<file path="src/rtl/fifo_param_sync_pkg.sv">
// Shared defaults and operation encoding for the parametrised FIFO and its bench.
package fifo_param_sync_pkg;

  localparam int unsigned FIFO_DATA_WIDTH = 16;
  localparam int          FIFO_DEPTH      = 8;

  // Operation applied to the FIFO in one cycle, as driven by bench and seen by monitor
  typedef enum logic [2:0] {
    OP_IDLE,
    OP_WR,
    OP_RD,
    OP_WR_RD,
    OP_FLUSH
  } fifo_op_e;

endpackage

</file>
<file path="src/rtl/fifo_param_sync_mem.sv">
// Storage array: one synchronous write port, one asynchronous read port.
module fifo_param_sync_mem
  import fifo_param_sync_pkg::*;
#(
  parameter int unsigned DATA_WIDTH = FIFO_DATA_WIDTH,
  parameter int          DEPTH      = FIFO_DEPTH,
  parameter int unsigned PTR_W      = $clog2(DEPTH)
) (
  input  logic                  clk,
  input  logic                  wr_en,
  input  logic [PTR_W-1:0]      wr_addr,
  input  logic [DATA_WIDTH-1:0] wr_data,
  input  logic [PTR_W-1:0]      rd_addr,
  output logic [DATA_WIDTH-1:0] rd_data
);

  logic [DATA_WIDTH-1:0] mem_q [DEPTH];

  // Write port; contents deliberately survive reset and flush
  always_ff @(posedge clk) begin
    if (wr_en) begin
      mem_q[wr_addr] <= wr_data;
    end
  end

  assign rd_data = mem_q[rd_addr];

endmodule

</file>
<file path="src/rtl/fifo_param_sync.sv">
// Parametrised single-clock FIFO with thresholds, occupancy count, flush and optional FWFT read.
module fifo_param_sync
  import fifo_param_sync_pkg::*;
#(
  parameter int unsigned DATA_WIDTH = FIFO_DATA_WIDTH,
  parameter int          DEPTH      = FIFO_DEPTH,
  parameter int          AF_THRESH  = DEPTH - 1,
  parameter int          AE_THRESH  = 1,
  parameter int          FWFT       = 0,
  parameter int unsigned CNT_W      = $clog2(DEPTH + 1)
) (
  input  logic                  clk,
  input  logic                  rst_n,
  input  logic                  wr_en,
  input  logic                  rd_en,
  input  logic                  flush,
  input  logic [DATA_WIDTH-1:0] data_in,
  output logic [DATA_WIDTH-1:0] data_out,
  output logic [CNT_W-1:0]      count,
  output logic                  full,
  output logic                  empty,
  output logic                  almostfull,
  output logic                  almostempty,
  output logic                  wr_ack,
  output logic                  overflow,
  output logic                  underflow
);

  localparam int unsigned PTR_W = (DEPTH > 1) ? $clog2(DEPTH) : 1;
  localparam logic [PTR_W-1:0] PTR_LAST = PTR_W'(DEPTH - 1);
  localparam logic [CNT_W-1:0] CNT_FULL = CNT_W'(DEPTH);
  localparam logic [CNT_W-1:0] CNT_AF   = CNT_W'(AF_THRESH);
  localparam logic [CNT_W-1:0] CNT_AE   = CNT_W'(AE_THRESH);

  // Reject illegal configurations at elaboration
  if (DEPTH < 2) begin : g_bad_depth
    $error("fifo_param_sync: DEPTH must be >= 2");
  end
  if ((AF_THRESH < 1) || (AF_THRESH > DEPTH)) begin : g_bad_af
    $error("fifo_param_sync: AF_THRESH must be in 1..DEPTH");
  end
  if ((AE_THRESH < 0) || (AE_THRESH > DEPTH - 1)) begin : g_bad_ae
    $error("fifo_param_sync: AE_THRESH must be in 0..DEPTH-1");
  end

  logic [PTR_W-1:0]      wr_ptr_q, wr_ptr_d;
  logic [PTR_W-1:0]      rd_ptr_q, rd_ptr_d;
  logic [CNT_W-1:0]      count_q, count_d;
  logic [DATA_WIDTH-1:0] dout_q, dout_d;
  logic                  wr_ack_q, wr_ack_d;
  logic                  overflow_q, overflow_d;
  logic                  underflow_q, underflow_d;
  logic                  wr_acc, rd_acc;
  logic [DATA_WIDTH-1:0] rd_data;

  // Pointer advance with wrap at DEPTH-1 (DEPTH need not be a power of two)
  function automatic logic [PTR_W-1:0] ptr_inc(input logic [PTR_W-1:0] p);
    return (p == PTR_LAST) ? '0 : p + PTR_W'(1);
  endfunction

  assign full        = (count_q == CNT_FULL);
  assign empty       = (count_q == '0);
  assign almostfull  = (count_q >= CNT_AF);
  assign almostempty = (count_q <= CNT_AE);
  assign wr_acc      = wr_en & ~full & ~flush;
  assign rd_acc      = rd_en & ~empty & ~flush;

  fifo_param_sync_mem #(
    .DATA_WIDTH (DATA_WIDTH),
    .DEPTH      (DEPTH),
    .PTR_W      (PTR_W)
  ) u_mem (
    .clk     (clk),
    .wr_en   (wr_acc),
    .wr_addr (wr_ptr_q),
    .wr_data (data_in),
    .rd_addr (rd_ptr_q),
    .rd_data (rd_data)
  );

  // Next-state for pointers, occupancy, read register and status pulses
  always_comb begin
    wr_ptr_d    = wr_ptr_q;
    rd_ptr_d    = rd_ptr_q;
    count_d     = count_q;
    dout_d      = dout_q;
    wr_ack_d    = wr_acc;
    overflow_d  = wr_en & full & ~flush;
    underflow_d = rd_en & empty & ~flush;
    if (flush) begin
      wr_ptr_d = '0;
      rd_ptr_d = '0;
      count_d  = '0;
    end else begin
      if (wr_acc) begin
        wr_ptr_d = ptr_inc(wr_ptr_q);
      end
      if (rd_acc) begin
        rd_ptr_d = ptr_inc(rd_ptr_q);
        dout_d   = rd_data;
      end
      if (wr_acc && !rd_acc) begin
        count_d = count_q + CNT_W'(1);
      end else if (rd_acc && !wr_acc) begin
        count_d = count_q - CNT_W'(1);
      end
    end
  end

  // State registers with asynchronous clear
  always_ff @(posedge clk or negedge rst_n) begin
    if (!rst_n) begin
      wr_ptr_q    <= '0;
      rd_ptr_q    <= '0;
      count_q     <= '0;
      dout_q      <= '0;
      wr_ack_q    <= 1'b0;
      overflow_q  <= 1'b0;
      underflow_q <= 1'b0;
    end else begin
      wr_ptr_q    <= wr_ptr_d;
      rd_ptr_q    <= rd_ptr_d;
      count_q     <= count_d;
      dout_q      <= dout_d;
      wr_ack_q    <= wr_ack_d;
      overflow_q  <= overflow_d;
      underflow_q <= underflow_d;
    end
  end

  // FWFT shows the head word directly; otherwise the registered read word
  assign data_out  = (FWFT != 0) ? (empty ? '0 : rd_data) : dout_q;
  assign count     = count_q;
  assign wr_ack    = wr_ack_q;
  assign overflow  = overflow_q;
  assign underflow = underflow_q;

endmodule
</file>
<file path="config.mk">
export PLATFORM = sky130hd
export DESIGN_NAME = fifo_param_sync
export DESIGN_NICKNAME = d
export VERILOG_FILES = /design/src/rtl/fifo_param_sync_pkg.sv /design/src/rtl/fifo_param_sync_mem.sv /design/src/rtl/fifo_param_sync.sv
export SDC_FILE = /design/constraint.sdc
export NUM_CORES = 1
export LEC_CHECK = 0
export ABC_AREA = 0
export CAP_MARGIN = 40
export CORE_MARGIN = 10
export CORE_UTILIZATION = 35
export CTS_CLUSTER_SIZE = 10
export DETAILED_ROUTE_END_ITERATION = 10
export PLACE_DENSITY_LB_ADDON = 0.25
export SLEW_MARGIN = 10
export SYNTH_ARGS = -nofsm -noshare
export SYNTH_HDL_FRONTEND = slang
export SYNTH_SLANG_ARGS = --single-unit
export TNS_END_PERCENT = 20
</file>
<file path="constraint.sdc">
create_clock -name clk -period 10.46 [get_ports clk]
set_input_delay 1.046 -clock clk [delete_from_list [all_inputs] [get_ports clk]]
set_output_delay 1.046 -clock clk [all_outputs]
set_load 0.01 [all_outputs]
</file>
==> flow_metrics.py, run 1 <==
metrics = {
    "setup_path": {
        "critical_path_peak_fanout": 7,
        "worstSetupPathType": "reg2out",
        "critical_path.endpoint_type": "output port",
        "critical-path-top-delay-family": "buffers and inverters",
        "arrival_ps": 2220,
        "worst_path_largest_cell_delay_ps": 530,
        "timing.critical_path.required_ps": 9410,
        "start_kind": "flip-flop",
        "crit_slowest_cell": "sky130_fd_sc_hd__clkdlybuf4s50_1",
        "critical_path_cell_sequence": "inv_1, ha_1, nor2b_2, nand2_4, inv_4, clkdlybuf4s50_1",
        "timing.critical_path.buf_inv": 3,
    },
    "timing": {
        "fin_tns_setup_ps": 0,
        "rsz0062_at_grt": "no",
        "final_min_period_over_clock_period_pct": 31.3,
        "timing.final.setup_violations": 0,
        "timing.clock.skew_ps": 6.45,
        "least_margin_pin_slew_ps": 772,
        "timing.final.hold_violations": 0,
        "timing.final.max_slew_violations": 0,
        "time_the_worst_path_needs_with_i_o_delays_and_setup_ps": 3270,
        "slew_headroom_pct": 48.5,
        "clock.fmax_mhz": 306,
    },
    "global_route": {
        "grt_pass1_vias": 3382,
        "grt_first_pass_wirelength_um": 19800,
        "grt_max_degree": 36,
        "grt_usage_pct": 11.0,
        "antenna_found_initial": 0,
        "grt_overflow_total": 0,
    },
    "floorplanning": {
        "initial_utilization_pct": 35.7,
        "die_w_um": 153,
        "die_h_um": 153,
        "floorplan.core_area_um2": 17300,
        "io_pins": 48,
        "die_area_um2": 23400,
        "num_rows": 48,
    },
    "synthesis": {
        "synth_register_bits": 157,
        "yosys_warnings": 0,
        "post_synth_main_area_contributors": "sky130_fd_sc_hd__edfxtp_1, sky130_fd_sc_hd__dfrtp_1, sky130_fd_sc_hd__mux4_2",
        "yosys.area.top_type": "sky130_fd_sc_hd__edfxtp_1",
        "synth-async-reset-ratio_pct": 18.5,
        "synth-main-ff-cell": "sky130_fd_sc_hd__edfxtp_1",
        "synthesis.nets": 361,
        "yosys.cell_count.top_type": "sky130_fd_sc_hd__edfxtp_1",
        "post_synth_num_cell_types": 34,
        "avgSynthCellArea_um2": 18.6,
        "mappedNetlistArea_um2": 6180,
        "number_of_enable_flip_flop_cells_after_synthesis": 128,
        "yosysSeqAreaShare_pct": 73.9,
        "synth_top_area_share_pct": 62.2,
        "synthTopCellsByCount": "sky130_fd_sc_hd__edfxtp_1, sky130_fd_sc_hd__mux4_2, sky130_fd_sc_hd__nor2_1, sky130_fd_sc_hd__dfrtp_1",
        "synth_cells": 332,
    },
    "power_and_ir_drop": {
        "p_int_mw": 1.26,
        "clockPowerShare_pct": 29.9,
        "power_density_nw_per_um2": 232,
        "max-vdd-ir-drop_mv": 0.121,
        "seq_power_share_pct": 44.6,
        "combinationalPowerShare_pct": 25.5,
        "power.switching_uw": 478,
        "swShare_pct": 27.5,
        "power.leakage_nw": 2.50,
    },
    "clock_network": {
        "cts.htree.levels": 4,
        "cts-resized-gates": 0,
        "numCtsBuffers": 17,
        "clockRootBuffer": "sky130_fd_sc_hd__clkbuf_16",
        "clock_insertion_delay_worst_skew_ps": 410,
        "cts_hold_buf": 0,
        "tritoncts_num_sinks": 157,
        "post_cts_setup_driven_buffer_insertion_count": 0,
        "clock_input_transition_at_the_sequential_cells_of_the_worst_setup_and_hold_paths_ps": 60,
        "clock_tree_from_tritoncts": "built",
        "cts.path.max_buffers": 2,
    },
    "place": {
        "port-buffer-count": 47,
        "dp.cells": 600,
        "dp_hpwl_um": 7650,
        "place_congestion": 0.736,
    },
    "routing": {
        "antenna_violating_nets_post_route": 0,
        "detail_route.iter0.violations": 207,
        "avgViaCountPerCell": 4.94,
        "dr_total_vias": 3120,
        "drt_wirelength_um": 12500,
        "first_pass_iters": 4,
        "routed_wire_length_per_instance_um": 19.7,
        "drc": 0,
    },
    "flow_run": {
        "cap_violations": 0,
    },
    "cells_and_area": {
        "finalNonFillerCells": 632,
        "final_core_utilization_pct": 43.4,
        "inserted_diodes": 0,
        "number_of_nets_in_the_finished_design": 423,
        "post_route_cells_drive_above_1_share_pct": 19.7,
        "area_growth_pct": 21.5,
    },
    "hold_path": {
        "worst_hold_path_type": "reg2reg",
    },
    "run_status": {
        "status": "finished clean",
    },
}
[per-stage QoR]
step	hold slack, ps	area, um2	setup WS (ps)	power (mW)
after global routing	558	7510	7060	1.84
final	521	7510	7190	1.74
after global placement	512	6970	7170	1.24
after CTS	528	7510	7160	1.77
after floorplan	564	6180	6760	1.05
after detailed placement	516	7010	7140	1.24
[placed cells by master (no fill, tap or decap), types with 2 or more instances in the layout]
cell	count
sky130_fd_sc_hd__a21oi_1	21
sky130_fd_sc_hd__and3_1	2
sky130_fd_sc_hd__buf_4	10
sky130_fd_sc_hd__clkbuf_1	4
sky130_fd_sc_hd__clkbuf_16	17
sky130_fd_sc_hd__clkdlybuf4s50_1	46
sky130_fd_sc_hd__clkinv_1	6
sky130_fd_sc_hd__clkinv_2	3
sky130_fd_sc_hd__clkinvlp_4	2
sky130_fd_sc_hd__dfrtp_1	27
sky130_fd_sc_hd__dfrtp_2	2
sky130_fd_sc_hd__edfxtp_1	128
sky130_fd_sc_hd__ha_1	8
sky130_fd_sc_hd__inv_1	3
sky130_fd_sc_hd__mux2i_1	21
sky130_fd_sc_hd__mux4_2	32
sky130_fd_sc_hd__nand2_1	8
sky130_fd_sc_hd__nand2b_1	4
sky130_fd_sc_hd__nor2_1	29
sky130_fd_sc_hd__nor3_1	4
sky130_fd_sc_hd__nor3_2	4
sky130_fd_sc_hd__o21ai_0	3
sky130_fd_sc_hd__or3_1	2
[worst register-to-register path: stages (launching register included)]
cell                      delay (ps)
sky130_fd_sc_hd__dfrtp_1         440
sky130_fd_sc_hd__inv_1           120
sky130_fd_sc_hd__ha_1            260
sky130_fd_sc_hd__nor2b_2         190
sky130_fd_sc_hd__nand2_4         130
sky130_fd_sc_hd__inv_4            60
sky130_fd_sc_hd__or2_1           320
sky130_fd_sc_hd__inv_1           100
sky130_fd_sc_hd__nand2_1         110
sky130_fd_sc_hd__nor3_2          150
sky130_fd_sc_hd__buf_4           310
[path summary, 6_finish.rpt]
| path | from | endpoint | slack [ps] | cells past startpoint |
|---|---|---|---|---|
| max | count[0]$_DFFE_PN0P_ | full | 7190 | 6 |
| min | data_out[3]$_DFFE_PN0P_ | data_out[3]$_DFFE_PN0P_ | 520 | 2 |
| max reg2reg | count[0]$_DFFE_PN0P_ | u_mem.mem_q[1][9]$_DFFE_PP_ | 7940 | 10 |
| min reg2reg | data_out[3]$_DFFE_PN0P_ | data_out[3]$_DFFE_PN0P_ | 520 | 2 |
| max in group asynchronous | rst_n | rd_ptr_q[1]$_DFFE_PN0P_ | 9220 | 1 |
| min in group asynchronous | rst_n | underflow$_DFF_PN0_ | 710 | 1 |
[power by group through the flow]
stage | Combinational, mW | Sequential, mW | Clock, mW
3_3_place_gp | 0.440 | 0.795 | 0
5_1_grt | 0.492 | 0.784 | 0.567
2_1_floorplan | 0.262 | 0.792 | 0
3_5_place_dp | 0.456 | 0.789 | 0
6_report | 0.444 | 0.776 | 0.521
4_1_cts | 0.459 | 0.777 | 0.535
[logic make-up (layout without fill, tap and decap cells)]
| group | Yosys count | after routing | synth area share (%) |
|---|---|---|---|
| multiplexers | 54 | 54 | 15.2 |
| AO/OA/AOI/OAI | 28 | 28 | 2.63 |
| AND/OR/NAND/NOR | 64 | 64 | 5.06 |
| adder cells (fa/ha/maj) | 8 | 8 | 1.62 |
| flip-flops | 157 | 157 | 73.9 |
| buffers and inverters | 20 | 95 | 1.38 |
| XOR/XNOR | 1 | 1 | 0.142 |
[registers in the layout (all words and copies together) (netlist names)]
name         count
overflow         1
wr_ack           1
data_out        16
u_mem.mem_q    128
underflow        1
rd_ptr_q         3
count            4
wr_ptr_q         3
[routing by layer]
| layer | up-vias | wire length [um] | GRT usage (%) | share of wire [%] |
|---|---|---|---|---|
| met5 | - | 0 | 0 | 0 |
| met4 | 0 | 157 | 4.09 | 1.3 |
| met3 | 14 | 441 | 3.20 | 3.5 |
| met2 | 61 | 6260 | 17.9 | 50 |
| met1 | 1619 | 5610 | 13.7 | 45 |
| li1 | 1426 | - | - | - |
[layout make-up]
class | instances | area (um2)
fill | 1540 | 9790
tap | 225 | 282
clock buffer | 21 | 440
multi-input combinational | 155 | 1560
sequential | 157 | 4570
inverter | 4 | 17.5
timing repair buffer | 59 | 588
clock inverter | 11 | 52.6
(Power assumes the default switching activity.)
==> run 2, diff against run 1 <==
==> constraint.sdc (replaced) <==
create_clock -name clk -period 2.75 [get_ports clk]
set_input_delay 0.275 -clock clk [delete_from_list [all_inputs] [get_ports clk]]
set_output_delay 0.275 -clock clk [all_outputs]
set_load 0.01 [all_outputs]
==> run 2 against run 1 <==
  * Sequential share of layout area down 0.81 points
  * Critical path depth unchanged
  * Global-route usage is 0.10 points lower
  * Sequential power rose to 3.8 times the previous value
  * Hold slack worse by 240 ps
  * Clock skew hardly changed
  * Cell count is 1.1% higher
  * Via count fell by 0.22%
  * Non-clock buffer count increased by 7
  * Total power grew to 3.9 times the previous value
  * Core utilization rose by 0.57 points
  * Highest routed layer unchanged
==> flow_metrics.py, run 2 (synthesis gave the netlist of run 1 again) <==
metrics = {
    "run_status": {
        "status": "finished clean",
    },
    "setup_path": {
        "worst_path_largest_cell_delay_ps": 550,
        "critical_path.endpoint_type": "output port",
        "ff2ff_setup_slack_ps": 260,
        "worstSetupPathType": "reg2out",
        "crit_slowest_cell": "sky130_fd_sc_hd__clkdlybuf4s50_1",
        "critical_path_peak_fanout": 7,
        "arrival_ps": 2220,
        "timing.critical_path.required_ps": 2480,
        "reg2reg_from": "count[0]$_DFFE_PN0P_",
        "critical_path_cell_sequence": "inv_1, ha_1, nor2b_2, nand2_4, inv_4, clkdlybuf4s50_1",
        "worstRegToRegCells": 10,
        "crit_start": "count[0]$_DFFE_PN0P_",
        "critical_path.reg2reg.endpoint": "u_mem.mem_q[3][9]$_DFFE_PP_",
        "endpoint": "full",
        "start_kind": "flip-flop",
    },
    "power_and_ir_drop": {
        "clockPowerShare_pct": 32.1,
        "power_density_nw_per_um2": 901,
        "power.leakage_nw": 2.57,
        "max-vdd-ir-drop_mv": 0.505,
        "swShare_pct": 26.9,
        "p_int_mw": 5.01,
        "power.switching_mw": 1.84,
        "seq_power_share_pct": 43.5,
        "combinationalPowerShare_pct": 24.4,
    },
    "place": {
        "detailed_place.area_um2": 7050,
        "place_congestion": 0.735,
        "placement.setup.worst_slack_ps": 264,
        "dp_hpwl_um": 7970,
        "port-buffer-count": 47,
    },
    "hold_path": {
        "worst_hold_path_type": "in2async",
    },
    "timing": {
        "rsz0062_at_grt": "no",
        "final.setup.worst_slack_ps": 258,
        "fin_hold_ws_ps": 281,
        "clock.fmax_mhz": 401,
        "time_the_worst_path_needs_with_i_o_delays_and_setup_ps": 2490,
        "timing.clock.skew_ps": 6.62,
        "slew_headroom_pct": 60.7,
        "least_margin_pin_slew_ps": 584,
        "timing.final.hold_violations": 0,
        "timing.final.setup_violations": 0,
        "final_min_period_over_clock_period_pct": 90.6,
        "timing.final.max_slew_violations": 0,
        "fin_tns_setup_ps": 0,
    },
    "cells_and_area": {
        "final_core_utilization_pct": 44.0,
        "inserted_diodes": 0,
        "fillers": 1543,
        "mostFrequentLayoutCells": "sky130_fd_sc_hd__edfxtp_1, sky130_fd_sc_hd__clkdlybuf4s50_1, sky130_fd_sc_hd__mux4_2",
        "layout.cells.most_common": "sky130_fd_sc_hd__edfxtp_1",
        "number_of_nets_in_the_finished_design": 430,
        "flip_flop_count_of_the_largest_register_all_copies_and_words_added": 128,
        "final_design_area_no_fill_um2": 7610,
        "post_route_cells_drive_above_1_share_pct": 22.2,
        "area_growth_pct": 23.1,
        "register_with_the_highest_flop_count": "u_mem.mem_q",
    },
    "floorplanning": {
        "num_rows": 48,
        "floorplan.core_area_um2": 17300,
        "initial_utilization_pct": 35.7,
        "die_h_um": 153,
        "die_w_um": 153,
        "die_area_um2": 23400,
        "io_pins": 48,
    },
    "clock_network": {
        "cts.htree.levels": 4,
        "cts-resized-gates": 0,
        "numCtsBuffers": 17,
        "clock_insertion_delay_worst_skew_ps": 420,
        "clockRootBuffer": "sky130_fd_sc_hd__clkbuf_16",
        "cts.path.max_buffers": 2,
        "tritoncts_num_sinks": 157,
        "cts_hold_buf": 0,
        "post_cts_setup_driven_buffer_insertion_count": 0,
        "clock_input_transition_at_the_sequential_cells_of_the_worst_setup_and_hold_paths_ps": 60,
        "clock_tree_from_tritoncts": "built",
    },
    "global_route": {
        "grt_pass1_vias": 3401,
        "grt_usage_pct": 10.9,
        "grt_max_degree": 35,
        "antenna_found_initial": 0,
        "grt_overflow_total": 0,
        "grt_first_pass_wirelength_um": 19700,
    },
    "routing": {
        "drc": 0,
        "routed_wire_length_per_instance_um": 19.1,
        "drt_wirelength_um": 12200,
        "antenna_violating_nets_post_route": 0,
        "dr_total_vias": 3113,
        "detail_route.iter0.violations": 243,
        "first_pass_iters": 4,
        "avgViaCountPerCell": 4.87,
    },
    "flow_run": {
        "cap_violations": 0,
    },
}
run 2: metrics by stage:
step / cells / power (mW)
final: 639 / 6.85
after global routing: 639 / 7.23
after CTS: 639 / 6.96
after detailed placement: 607 / 4.74
after global placement: 607 / 4.72
after floorplan: 332 / 4.01
run 2: worst min path at each step:
stage,start,endpoint,slack (ps),cells past startpoint
floorplan,rst_n,count[0]$_DFFE_PN0P_,-20,0
detailed placement,data_out[14]$_DFFE_PN0P_,data_out[14]$_DFFE_PN0P_,520,2
global placement,data_out[0]$_DFFE_PN0P_,data_out[0]$_DFFE_PN0P_,510,2
CTS,rst_n,overflow$_DFF_PN0_,280,2
finish,rst_n,data_out[4]$_DFFE_PN0P_,280,2
global route,rst_n,data_out[4]$_DFFE_PN0P_,310,2
run 2: worst max-delay path, delay by kind of cell, from the launching register on:
| family | cells | cell delay (ps) |
|---|---|---|
| buffers and inverters | 3 | 790 |
| flip-flops | 1 | 440 |
| AND/OR/NAND/NOR | 2 | 370 |
| adder cells (fa/ha/maj) | 1 | 220 |
run 2: layer usage:
metal | wire, um | vias to the layer above | GRT usage [%]
met5 | 0 | - | 0
met4 | 174 | 0 | 4.36
met3 | 470 | 16 | 3.09
met2 | 5920 | 60 | 16.9
met1 | 5630 | 1596 | 14.2
li1 | - | 1441 | -
run 2: power groups by stage:
stage | sequential (mW) | clock, mW | combinational [mW]
global placement | 3.02 | 0 | 1.70
finish | 2.98 | 2.20 | 1.67
detailed placement | 3.03 | 0 | 1.71
floorplan | 3.01 | 0 | 1.00
global route | 3.01 | 2.36 | 1.85
CTS | 2.99 | 2.25 | 1.72
run 2: layout make-up:
cell class	instances	area, um2	area share, %
clock buffer	19	433	5.69
clock inverter	13	126	1.66
timing repair buffer	66	613	8.06
multi-input combinational	155	1560	20.6
sequential	157	4570	60.1
inverter	4	17.5	0.230
tap	225	282	3.70
